[src/rtl/fetch_seq.sv]
// fetch_seq -- instruction-fetch sequencer for the 16-bit core.
// It owns the fetch PC and walks it through FETCH/ISSUE. In FETCH it asks
// instruction memory for a word (req/ack). In ISSUE it hands that word to
// decode (valid/ready). Branch redirects from execute can arrive in any
// state except BOOT.
//
// Ports:
//   clock           system clock, rising edge
//   n_rst           asynchronous active-low reset
//   o_imem_req      fetch request to instruction memory
//   o_imem_addr     fetch address (the fetch PC)
//   i_imem_ack      memory response; i_imem_rdata is valid in the same cycle
//   i_imem_rdata    fetched instruction word
//   o_inst_valid    instruction available to decode
//   o_inst          latched instruction word
//   o_inst_pc       address the presented instruction was fetched from
//   i_inst_ready    decode accepts o_inst this cycle
//   i_halt          qualifies an accept: the accepted instruction is HALT
//   i_br_valid      branch redirect pulse from execute
//   i_br_target     redirect target PC
//   o_halted        sequencer is in HALT
//
// state | meaning
// BOOT  | first cycle after reset release, outputs idle
// FETCH | request outstanding at fetch PC, waiting for ack
// ISSUE | word presented to decode, waiting for accept
// HALT  | stopped after an accepted HALT, waiting for a redirect
module fetch_seq #(
  parameter int                 DATA_W    = 16,
  parameter logic [DATA_W-1:0]  RESET_VEC = '0
) (
  input  logic              clock,
  input  logic              n_rst,
  output logic              o_imem_req,
  output logic [DATA_W-1:0] o_imem_addr,
  input  logic              i_imem_ack,
  input  logic [DATA_W-1:0] i_imem_rdata,
  output logic              o_inst_valid,
  output logic [DATA_W-1:0] o_inst,
  output logic [DATA_W-1:0] o_inst_pc,
  input  logic              i_inst_ready,
  input  logic              i_halt,
  input  logic              i_br_valid,
  input  logic [DATA_W-1:0] i_br_target,
  output logic              o_halted
);

  typedef enum logic [1:0] {
    BOOT  = 2'd0,
    FETCH = 2'd1,
    ISSUE = 2'd2,
    HALT  = 2'd3
  } state_t;

  state_t            r_state;
  state_t            w_next;
  logic [DATA_W-1:0] r_pc;
  logic [DATA_W-1:0] r_inst;
  logic [DATA_W-1:0] r_inst_pc;

  logic w_redirect;
  logic w_ack;
  logic w_accept;

  // A redirect overrides everything else in the same cycle: a concurrent ack
  // is thrown away, and a concurrent accept (and its halt flag) is void.
  assign w_redirect = i_br_valid && (r_state != BOOT);
  assign w_ack      = (r_state == FETCH) && i_imem_ack && !w_redirect;
  assign w_accept   = (r_state == ISSUE) && i_inst_ready && !w_redirect;

  // State register
  always_ff @(posedge clock or negedge n_rst) begin
    if (!n_rst) begin
      r_state <= BOOT;
    end else begin
      r_state <= w_next;
    end
  end

  // Next-state logic
  always_comb begin
    w_next = r_state;
    if (w_redirect) begin
      w_next = FETCH;
    end else begin
      case (r_state)
        BOOT:  w_next = FETCH;
        FETCH: if (w_ack) w_next = ISSUE;
        ISSUE: if (w_accept) w_next = i_halt ? HALT : FETCH;
        HALT:  w_next = HALT;
        default: w_next = BOOT;
      endcase
    end
  end

  // Outputs decode from state and registers only, so no input reaches an
  // output within the same cycle.
  always_comb begin
    o_imem_req   = 1'b0;
    o_inst_valid = 1'b0;
    o_halted     = 1'b0;
    case (r_state)
      FETCH:   o_imem_req   = 1'b1;
      ISSUE:   o_inst_valid = 1'b1;
      HALT:    o_halted     = 1'b1;
      default: ;
    endcase
  end

  assign o_imem_addr = r_pc;
  assign o_inst      = r_inst;
  assign o_inst_pc   = r_inst_pc;

  // Fetch PC and the latched instruction. The PC wraps naturally at 2^DATA_W.
  always_ff @(posedge clock or negedge n_rst) begin
    if (!n_rst) begin
      r_pc      <= RESET_VEC;
      r_inst    <= '0;
      r_inst_pc <= '0;
    end else begin
      if (w_redirect) begin
        r_pc <= i_br_target;
      end else if (w_accept) begin
        r_pc <= r_pc + DATA_W'(1);
      end
      if (w_ack) begin
        r_inst    <= i_imem_rdata;
        r_inst_pc <= r_pc;
      end
    end
  end

endmodule
[config.mk]
export PLATFORM = sky130hd
export DESIGN_NAME = fetch_seq
export DESIGN_NICKNAME = d
export VERILOG_FILES = /design/src/rtl/fetch_seq.sv
export SDC_FILE = /design/constraint.sdc
export NUM_CORES = 1
export LEC_CHECK = 0
export CORE_MARGIN = 8
export CORE_UTILIZATION = 41
export CTS_BUF_LIST = sky130_fd_sc_hd__clkbuf_8
export DETAILED_ROUTE_END_ITERATION = 10
export HOLD_SLACK_MARGIN = 0.02
export PLACE_DENSITY = 0.82
export SLEW_MARGIN = 15
export SYNTH_ARGS = -nofsm -noshare
export SYNTH_HDL_FRONTEND = slang
export SYNTH_SLANG_ARGS = --single-unit
[constraint.sdc]
create_clock -name clock -period 1.4 [get_ports clock]
set_input_delay 0.28 -clock clock [delete_from_list [all_inputs] [get_ports clock]]
set_output_delay 0.28 -clock clock [all_outputs]
set_load 0.02 [all_outputs]
=== After elaboration in Yosys (flattened, before gate mapping) ===
Cells that the tools add are included.

* Equal/unequal tests: 5
* $mul: 0
* Shifts and indexed selects: 0
* Bitwise logic cells: 0
* Reduce and logical (&&, ||, !) cells: 10
* Add/subtract/negate cells: 1
* Divide/modulo/power cells: 0
* Muxes and demuxes: 10
* $lt $le $gt $ge: 0

{| class="wikitable"
|+ Operators by type and width
! kind !! number
|-
| 16-bit 2-to-1 mux || 2
|-
| 16-bit by 1-bit adder with 16-bit output, second input constant || 1
|-
| 2-bit 2-to-1 mux || 4
|-
| 2-bit one-hot mux with 4 select lines || 1
|-
| 3-bit != test, second input constant || 2
|-
| 1-bit logical AND || 5
|-
| 2-bit equality test, second input constant || 2
|-
| 2-bit nonzero test || 2
|-
| 1-bit 2-to-1 mux || 3
|-
| 2-bit by 1-bit equality test with 1-bit output, second input constant || 1
|-
| 2-bit zero test || 1
|-
| 2-bit AND reduction || 1
|-
| 1-bit zero test || 1
|}

* Bits in registers: 50
* Bits in latches: 0
* RAM bits: 0
* Memories: 0
* Input bits: 38
* Output and inout bits: 51
* Logic and storage cells: 30
* Bits in read-only memories: 0

=== Logic depth before layout (Yosys ltp) ===
Gate-level depths: netlist of the first run.

* Depth in word-level cells: 7
* Gate-level depth with buffers: 5
* Depth with buffers taken out: 5

=== Worst setup path before layout of the first run ===
Ideal clock, no wire load.

* Path type: register -> register
* From: register r_state[1]
* To: register r_inst[10], in the netlist o_inst[10]
* Buffers on the path: 2
* Library setup time: 0.125 ns
* Path slack: -0.310 ns
* Cell stages (with the launch flop): 6
* Data required time: 1.275 ns
* Period minus slack after synthesis: 1.710 ns
* Arrival time: 1.586 ns
* Cells stage by stage: dfrtp_1 -> nor2b_1 -> and3b_1 -> buf_2 -> buf_4 -> mux2_2

* Word-level cells in the longest chain between the ends: 4
* Elaborated cells between the ends (all ways): 6
* Those cells by class: 1 x eq/ne; 5 x reduce/logical

{| class="wikitable"
|+ Ends and longest elaborated chain
! what !! RTL line !! text
|-
| start: declaration || 55 || <nowiki>state_t r_state;</nowiki>
|-
| start signal: assignment || 76 || <nowiki>r_state <= w_next;</nowiki>
|-
| 2-bit nonzero test || 67 || <nowiki>assign w_redirect = i_br_valid && (r_state != BOOT);</nowiki>
|-
| 1-bit logical AND || 67 ||
|-
| 1-bit zero test || 68 || <nowiki>assign w_ack = (r_state == FETCH) && i_imem_ack && !w_redirect;</nowiki>
|-
| 1-bit logical AND * || 68 ||
|-
| end signal: assignment || 127 || <nowiki>r_inst <= i_imem_rdata;</nowiki>
|-
| end: declaration || 58 || <nowiki>logic [DATA_W-1:0] r_inst;</nowiki>
|}

Every way passes the cells marked *; elsewhere a longest branch is shown, timed or not.
A chain may end at the register's enable or synchronous reset.

=== Worst setup path in the final report of the first run ===
* From: register r_state[0]
* To: register r_pc[6], in the netlist o_imem_addr[6]

* Word-level cells in the longest chain between the ends: 5
* Elaborated cells between the ends (all ways): 8
* Those cells by class: 1 x eq/ne; 1 x mux; 6 x reduce/logical

{| class="wikitable"
|+ Ends and longest elaborated chain
! what !! RTL line !! text
|-
| 2-bit nonzero test || 67 ||
|-
| 1-bit logical AND || 67 ||
|-
| 1-bit zero test || 69 || <nowiki>assign w_accept = (r_state == ISSUE) && i_inst_ready && !w_redirect;</nowiki>
|-
| 1-bit logical AND || 69 ||
|-
| 2-bit nonzero test (no source line) || n/a ||
|-
| end signal: assignment || 122 || <nowiki>r_pc <= i_br_target;</nowiki>
|-
| end signal: assignment || 124 || <nowiki>r_pc <= r_pc + DATA_W'(1);</nowiki>
|-
| end: declaration || 57 || <nowiki>logic [DATA_W-1:0] r_pc;</nowiki>
|}

Parallel ways exist; a longest one is shown, timed or not.

==> results.json, run 1 <==
{
  "status": "complete, but fails checks",
  "violations": "setup timing",
  "fin_crit_ps": 1620,
  "slew_viol_final": 0,
  "syn_area_um2": 2370,
  "yosys_warnings": 0,
  "synth_top_area_share_pct": 52.9,
  "io_buffers": 88,
  "htreeDepth": 2,
  "hold_class": "in2async",
  "maxSlewHeadroom_pct": 59.7,
  "grt_max_degree": 51,
  "wirelength_um": 8670,
  "met1Wirelength_um": 3530,
  "die_h_um": 92.0,
  "period_share_pct": 116,
  "cp.required_ps": 1610,
  "yosysTopAreaCell": "dfrtp_1",
  "dr.pass1.iters": 4,
  "wl_per_cell_um": 20.3,
  "crit_type": "reg2reg",
  "synth_edf_count": 0,
  "die_w_um": 92.0,
  "grtUsageTotal_pct": 17.2,
  "synth_compound_area_share_pct": 8.99,
  "vias": 2298,
  "wl_met2_um": 4370,
  "hold_ws_ps": 481,
  "path_max_fanout": 9,
  "powerDensity_nw_per_um2": 1300,
  "grt_antenna_before_repair": 0,
  "core_area_um2": 5540,
  "final_cell_area_um2": 4330,
  "synth-xor-area-share_pct": 2.59,
  "grt_setup_unrepaired": "yes",
  "synth_cell_types": 44,
  "grt_overflow": 0,
  "setup_tns_ps": -7340,
  "drv_cap": 0,
  "critPathLaunchType": "register",
  "max_freq_ghz": 0.616,
  "drive_gt1_share_pct": 47.5,
  "grt_pass1_wl_um": 11900,
  "leakage_nw": 1.96,
  "seq_power_share_pct": 36.7,
  "antenna_cells": 0,
  "setup_viol": 51,
  "place_congestion": 0.867,
  "drc_errors": 0,
  "post-place-ws_ps": -332,
  "routed_via_density": 5.39,
  "finalPower_mw": 5.63,
  "syn_inst": 206,
  "synthMuxAreaShare_pct": 15.2,
  "synth_top_family_by_area": "simple AND/OR/NAND/NOR gates",
  "clockBufferDepth": 2,
  "p_int_mw": 3.74,
  "synthArstFlopShare_pct": 100,
  "initial_core_util_pct": 42.7,
  "crit_arrival_ps": 1840,
  "boundaryPins": 89,
  "syn_area_per_cell_um2": 11.5,
  "switching_share_pct": 33.5,
  "placedCellCount": 394,
  "final_nets": 392,
  "cts_tree": "done",
  "skew_ps": 7.65,
  "root_buffer": "clkbuf_8",
  "setup.worst_path.end_class": "register",
  "synth.area.top_cells": "dfrtp_1 (53%), mux2_2 (14%), nand2_1 (3.2%), xnor2_1 (2.2%), nand3_1 (1.9%)",
  "area_delta_synth_final_pct": 83.1,
  "p_comb_share_pct": 41.0,
  "clk_pin_slew_worst_paths_ps": 90,
  "yosys.area_share.adder_pct": 0.529,
  "ant_nets": 0,
  "finalHoldViolations": 0,
  "p_sw_mw": 1.89,
  "vdd_drop_max_uv": 899,
  "highest_layer": "met4",
  "synth-main-ff-cell": "dfrtp_1",
  "utilization_pct": 78.2,
  "ys_ff_latch": 50,
  "cts.sinks": 50,
  "grt_pass1_vias": 2307,
  "floorplan.die_area_um2": 8460,
  "synth.net_count": 245,
  "synthSimpleGateAreaFrac_pct": 17.0,
  "stdcell_count": 426,
  "yosysSeqAreaShare_pct": 52.9,
  "fill_cells": 336,
  "hpwl_um": 5040,
  "synth_common_cells": "dfrtp_1 (50), mux2_2 (29), nand2_1 (20), nor2_1 (10)",
  "drtIter0Drc": 153,
  "clockPowerShare_pct": 22.3,
  "fp-row-count": 27,
  "insertion_delay_ps": 310,
  "dpl-instance-area_um2": 3720,
  "timing.final.ws_setup_ps": -224,
  "synthMostInstantiatedCell": "dfrtp_1",
  "met3WireLength_um": 645,
  "numCtsBuffers": 5,
  "worstMarginPinSlew_ps": 605
}
worst max-delay path, stage by stage (launching register included):
cell and delay, ps:
dfrtp_2 400, buf_4 210, nor2b_2 80, o22ai_1 470
nor4_2 130, a211oi_1 250
path summary, 6_finish.rpt:
kind                                 from             end  slack (ps)  cells past startpoint
min in group clock         i_br_target[2]  o_imem_addr[2]         510                      3
max reg2reg                    r_state[0]  o_imem_addr[6]        -220                      5
max                            r_state[0]  o_imem_addr[6]        -220                      5
min reg2reg                 o_inst_pc[13]   o_inst_pc[13]         510                      1
max in group asynchronous           n_rst      r_state[1]         660                      3
min                                 n_rst       o_inst[0]         480                      3
routing by layer:
layer | track usage, % | vias up
li1 | - | 1029
met1 | 20.1 | 1140
met2 | 29.5 | 116
met3 | 5.05 | 13
met4 | 5.37 | 0
met5 | 0 | -
state kept, by name (all words and copies together) (netlist names):
signal and flops:
o_imem_addr 16, o_inst 16, o_inst_pc 16, r_state 2
final cells by class:
class	count	area [µm²]	area share, %
inverters	3	11.3	0.260
flip-flops and latches	50	1270	29.3
clock buffers	6	82.6	1.91
multi-input cells	143	1410	32.6
clock inverters	2	60.1	1.39
well taps	72	90.1	2.08
repair buffers	150	1410	32.5
cell families (layout without fill, tap and decap cells):
| group | after synthesis | count (layout) |
|---|---|---|
| multiplexers | 32 | 32 |
| buffers and inverters | 13 | 161 |
| XOR/XNOR | 7 | 7 |
| AND/OR/NAND/NOR | 72 | 72 |
| flip-flops | 50 | 50 |
| adder cells (fa/ha/maj) | 1 | 1 |
| AO/OA/AOI/OAI | 31 | 31 |
layout by cell type, fill, tap and decap left out, types with 2 or more instances in the layout:
master           Yosys  final
a21oi_1              3      2
nor3_4               0      3
nor2_4               0      3
bufinv_16            0      2
xnor2_2              0      2
nor3_2               0      4
clkbuf_8             0      6
dlygate4sd2_1        0     39
mux2_4               0     32
clkdlybuf4s50_1      0     36
clkbuf_2             0      4
a31oi_1              2      2
nand2b_1             2      2
dfrtp_1             50     37
buf_4                3     42
o21ai_1              2      7
clkdlybuf4s15_1      0      4
nor4_4               1      2
o21ai_0              9      4
xnor2_1              6      4
o22ai_1              2      2
buf_6                0     15
clkbuf_16            0      2
nor2b_1              5      2
buf_12               0      2
a311oi_2             1      3
inv_1                3      3
nand3b_1             4      4
nand2_2              0      4
nor2b_4              0      2
nand3_2              0      3
nor2_1              10      7
nand3_1              9      5
buf_8                0      3
dfrtp_2              0     13
nand2_1             20     15
nand4_1              2      2
power groups by stage:
stage / clock [mW] / sequential, mW / combinational (mW)
3_3_place_gp: 0 / 2.07 / 2.21
5_1_grt: 1.32 / 2.10 / 2.43
4_1_cts: 1.27 / 2.05 / 2.11
6_report: 1.25 / 2.07 / 2.31
2_1_floorplan: 0 / 2.51 / 0.663
3_5_place_dp: 0 / 2.09 / 2.24
repair_timing:
item	CTS	global route
setup endpoints to repair	96	62
gates cloned	0	4
setup buffers	6	16
hold buffers	1	0
pin swaps	11	19
resized for setup	108	53
hold endpoints to repair	50	0
Power figures use the tool's default switching activity.
==> run 2: changes to the inputs <==
Settings changed: CAP_MARGIN from default to 5, CORE_UTILIZATION 41 to 46, PLACE_DENSITY 0.82 to 0.87, TNS_END_PERCENT from default to 5.
Clock period 1.4 ns to 1.8 ns, I/O delays scaled along.
==> run 2 against run 1 <==
  * The flow now finishes without violations
  * Global-route usage up 0.70 points
  * Sequential power shrank 23%
  * Design area fell by 18%
  * Hold slack lost 3.0 ps
  * Total power down 32%
  * Critical path depth down 4
  * Register-to-register slack better by 320 ps
  * Sequential cell count is the same
  * Sequential share of layout area rose by 6.2 points
  * Routed wire length is 24% lower
  * Critical path type is now reg2out
==> results.json, run 2 (synthesized netlist as in run 1, its figures left out) <==
{
  "cpPeakStageDelay_ps": 640,
  "cp.depth": 1,
  "clk_pin_slew_worst_paths_ps": 90,
  "grt_setup_unrepaired": "no",
  "ant_nets": 0,
  "clockPowerShare_pct": 18.2,
  "area_delta_synth_final_pct": 49.6,
  "wirelength_um": 6550,
  "skew_ps": 7.05,
  "crit_type": "reg2out",
  "cpMaxStageDelayCell": "clkdlybuf4s50_1",
  "p_sw_mw": 1.31,
  "fin_crit_ps": 1750,
  "cts_tree": "done",
  "crit_buf_inv": 1,
  "fp-row-count": 26,
  "routed_via_density": 5.32,
  "leakage_nw": 1.47,
  "grt_overflow": 0,
  "grt_max_degree": 24,
  "p_int_mw": 2.51,
  "r2r_slack_ps": 100,
  "vias": 2012,
  "htreeDepth": 2,
  "dpl-instance-area_um2": 3430,
  "grt_antenna_before_repair": 0,
  "numCtsBuffers": 5,
  "root_buffer": "clkbuf_8",
  "mostFrequentLayoutCells": "clkdlybuf4s50_1 (76), dfrtp_1 (48), mux2_2 (29), nand2_1 (20), buf_4 (12)",
  "max_freq_ghz": 0.571,
  "io_buffers": 88,
  "switching_share_pct": 34.2,
  "status": "completed",
  "final_cell_area_um2": 3540,
  "dr.pass1.iters": 4,
  "reg2reg_to": "o_imem_addr[14]",
  "worstSetupEndpoint": "o_imem_addr[7]",
  "boundaryPins": 89,
  "grtUsageTotal_pct": 17.9,
  "grt_pass1_vias": 2151,
  "placedCellCount": 369,
  "drive_gt1_share_pct": 20.8,
  "setup_tns_ps": 0,
  "grt_pass1_wl_um": 10700,
  "seq_power_share_pct": 41.6,
  "hold_ws_ps": 478,
  "cp_cell_sequence": "clkdlybuf4s50_1",
  "die_h_um": 87.7,
  "period_share_pct": 97.2,
  "critPathLaunch": "o_imem_addr[7]",
  "cts.sinks": 50,
  "r2r_start": "o_imem_addr[3]",
  "final_nets": 346,
  "finalHoldViolations": 0,
  "initial_core_util_pct": 46.9,
  "worstRegToRegCells": 4,
  "powerDensity_nw_per_um2": 1080,
  "stdcell_count": 378,
  "setup_viol": 0,
  "core_area_um2": 5040,
  "p_comb_share_pct": 40.2,
  "antenna_cells": 0,
  "cp.required_ps": 1440,
  "hold_class": "in2async",
  "hpwl_um": 4980,
  "path_max_fanout": 5,
  "place_congestion": 0.917,
  "maxSlewHeadroom_pct": 68.5,
  "clockBufferDepth": 2,
  "vdd_drop_max_uv": 579,
  "worstMarginPinSlew_ps": 472,
  "critPathLaunchType": "register",
  "floorplan.die_area_um2": 7690,
  "mostFrequentLayoutCell": "clkdlybuf4s50_1",
  "utilization_pct": 70.2,
  "die_w_um": 87.7,
  "insertion_delay_ps": 300,
  "setup.worst_path.end_class": "output port",
  "drtIter0Drc": 155,
  "drc_errors": 0,
  "wl_per_cell_um": 17.3,
  "crit_arrival_ps": 1390,
  "slew_viol_final": 0,
  "path_delay_family": "buffers and inverters",
  "cts_setup_buffers": 0,
  "drv_cap": 0
}
## run 2: cell count changes in the layout (fill, tap and decap cells not counted), moves of 7 or more
cell | previous run | this run
dlygate4sd2_1 | 39 | 7
dfrtp_2 | 13 | 2
clkdlybuf4s50_1 | 36 | 76
nor3_1 | 1 | 8
mux2_2 | 0 | 29
buf_4 | 42 | 12
mux2_4 | 32 | 0
buf_6 | 15 | 0
dfrtp_1 | 37 | 48
## run 2: area by class of cell
type | instances | area (µm²)
clock buffer | 6 | 82.6
clock inverter | 2 | 16.3
fill | 386 | 1500
inverter | 3 | 11.3
multi-input combinational | 143 | 1050
sequential | 50 | 1250
tap | 70 | 87.6
timing repair buffer | 104 | 1040
## run 2: metrics by stage
stage / setup WS [ps] / power, mW
after global routing: 1.26 / 4.01
after detailed placement: -34.4 / 3.18
after global placement: 56.2 / 3.13
final: 50.1 / 3.82
after CTS: 0.790 / 3.86
after floorplan: 89.6 / 2.34
## run 2: power by group through the flow
stage	clock [mW]	combinational [mW]	sequential [mW]
after floorplan	0	0.412	1.93
after global placement	0	1.53	1.60
after detailed placement	0	1.56	1.62
after CTS	0.709	1.56	1.59
after global routing	0.752	1.63	1.63
final	0.695	1.54	1.59
## run 2: worst min-delay path by stage
stage | endpoint | slack, ps | depth (start not counted)
5_1_grt | o_imem_addr[5] | 500 | 2
3_3_place_gp | o_inst_pc[8] | 260 | 1
3_5_place_dp | o_imem_addr[7] | 260 | 1
2_1_floorplan | o_imem_addr[0] | 60 | 0
6_report | o_imem_addr[5] | 480 | 2
4_1_cts | o_imem_addr[5] | 470 | 2
## run 2: repair_timing
item	4_1_cts	5_1_grt
hold endpoints to repair	10	0
hold buffers	1	0
endpoints found under the setup margin	7	4
gates resized for setup	9	4
pin swaps	0	0
## run 2: layer usage
layer  vias to the layer above  wire length (µm)  track usage (%)
li1                        940                 -                -
met1                       981              2610             20.6
met2                        80              3370             31.0
met3                        11               448             4.60
met4                         0               130             6.88
met5                         -                 0                0
==> run 3: changes to the inputs <==
==> constraint.sdc (replaced) <==
create_clock -name clock -period 1.8 [get_ports clock]
set_input_delay 0.54 -clock clock [delete_from_list [all_inputs] [get_ports clock]]
set_output_delay 0.54 -clock clock [all_outputs]
set_load 0.02 [all_outputs]
==> run 3 against run 2 <==
  * Combinational power decreased by 6%
  * Non-clock buffer count increased by 10
  * Sequential share of layout area decreased by 0.25 points
==> results.json, run 3 (synthesized netlist as in run 1, its figures left out) <==
{
  "insertion_delay_ps": 310,
  "skew_ps": 5.67,
  "dr.pass1.iters": 4,
  "utilization_pct": 70.6,
  "drc_errors": 0,
  "die_h_um": 87.7,
  "cts_tree": "done",
  "slew_viol_final": 0,
  "root_buffer": "clkbuf_8",
  "vdd_drop_max_uv": 680,
  "dpl-instance-area_um2": 3510,
  "placedCellCount": 380,
  "area_delta_synth_final_pct": 50.5,
  "place_congestion": 0.934,
  "drive_gt1_share_pct": 24.2,
  "final_nets": 356,
  "io_buffers": 88,
  "cts_setup_buffers": 0,
  "grt_pass1_vias": 2276,
  "status": "completed",
  "grt_setup_unrepaired": "yes",
  "period_share_pct": 97.4,
  "clockBufferDepth": 2,
  "wirelength_um": 6790,
  "setup.worst_path.end_class": "output port",
  "fin_crit_ps": 1750,
  "critPathLaunch": "r_state[1]",
  "met1_usage_pct": 20.5,
  "hpwl_um": 5060,
  "maxSlewHeadroom_pct": 73.9,
  "worstSetupEndpoint": "o_inst_valid",
  "hold_class": "in2async",
  "r2r_start": "r_state[0]",
  "core_area_um2": 5040,
  "hold_ws_ps": 207,
  "crit_arrival_ps": 1210,
  "grt_use_met2_pct": 32.4,
  "leakage_nw": 1.57,
  "powerDensity_nw_per_um2": 1060,
  "critPathLaunchType": "register",
  "vias": 2083,
  "post-place-ws_ps": -257,
  "finalHoldViolations": 0,
  "finalPower_mw": 3.77,
  "initial_core_util_pct": 46.9,
  "fp-row-count": 26,
  "reg2reg_to": "o_imem_addr[6]",
  "numCtsBuffers": 5,
  "timing.final.ws_setup_ps": 46.9,
  "antenna_cells": 0,
  "boundaryPins": 89,
  "wl_per_cell_um": 17.5,
  "max_freq_ghz": 0.570,
  "ant_nets": 0,
  "r2r_slack_ps": 180,
  "mostFrequentLayoutCell": "dfrtp_1",
  "grt_max_degree": 51,
  "htreeDepth": 2,
  "worstMarginPinSlew_ps": 391,
  "setup_tns_ps": 0,
  "grtUsageTotal_pct": 18.7,
  "clk_pin_slew_worst_paths_ps": 90,
  "grt_use_met3_pct": 3.85,
  "grt_antenna_before_repair": 0,
  "mostFrequentLayoutCells": "dfrtp_1 (49), dlygate4sd2_1 (48), clkdlybuf4s50_1 (36), mux2_2 (29), buf_4 (23)",
  "final_cell_area_um2": 3560,
  "grt_overflow": 0,
  "stdcell_count": 388,
  "drv_cap": 0,
  "cts.sinks": 50,
  "routed_via_density": 5.37,
  "top_usage_layer": "met2",
  "floorplan.die_area_um2": 7690,
  "setup_viol": 0,
  "grt_pass1_wl_um": 11100,
  "crit_type": "reg2out",
  "drtIter0Drc": 142,
  "cp.required_ps": 1260,
  "die_w_um": 87.7,
  "worstRegToRegCells": 6,
  "path_max_fanout": 6
}
[run 3: cell count changes in the layout (fill, tap and decap cells not counted), sizes merged, moves of 2 or more]
cell           previous run  this run
clkinv                    0         2
clkdlybuf4s15             0         2
dlygate4sd2               7        48
buf                      16        28
clkdlybuf4s50            76        36
dlymetal6s2s              4         0
[run 3: worst min path at each step]
stage	from	end	slack (ps)	depth (start not counted)
2_1_floorplan	n_rst	o_imem_addr[0]	240	0
3_3_place_gp	o_inst[5]	o_inst[5]	470	1
3_5_place_dp	o_inst[5]	o_inst[5]	480	1
4_1_cts	n_rst	o_inst_pc[12]	230	2
5_1_grt	n_rst	o_inst_pc[0]	240	2
6_report	n_rst	o_inst_pc[8]	210	2
[run 3: cell type report]
class | instances | area [µm²]
Fill cell | 375 | 1480
Inverter | 3 | 11.3
Clock inverter | 3 | 40.0
Sequential cell | 50 | 1250
Clock buffer | 5 | 68.8
Timing Repair Buffer | 114 | 1040
Tap cell | 70 | 87.6
Multi-Input combinational cell | 143 | 1060
[run 3: report_power, final]
part           internal [mW]  switching, mW
Clock                  0.409          0.372
Combinational          0.659          0.784
Sequential              1.39          0.156
Total                   2.46           1.31
[run 3: per-layer routing]
layer / routed length [µm] / up-vias / part of all wire [%]
li1: - / 966 / -
met1: 2650 / 1002 / 39
met2: 3480 / 91 / 51
met3: 381 / 24 / 5.6
met4: 275 / 0 / 4.1
met5: 0 / - / 0
[run 3: repair_timing]
| action | in CTS | in global routing |
|---|---|---|
| pin swaps | 0 | 0 |
| hold endpoints to repair | 0 | 0 |
| hold buffers | 0 | 0 |
| endpoints found under the setup margin | 51 | 4 |
| resized for setup | 55 | 4 |
[run 3: worst max-delay path: stages, from the launching register on]
cell	delay, ps
dfrtp_2	410
nor2b_1	200
clkdlybuf4s15_2	290
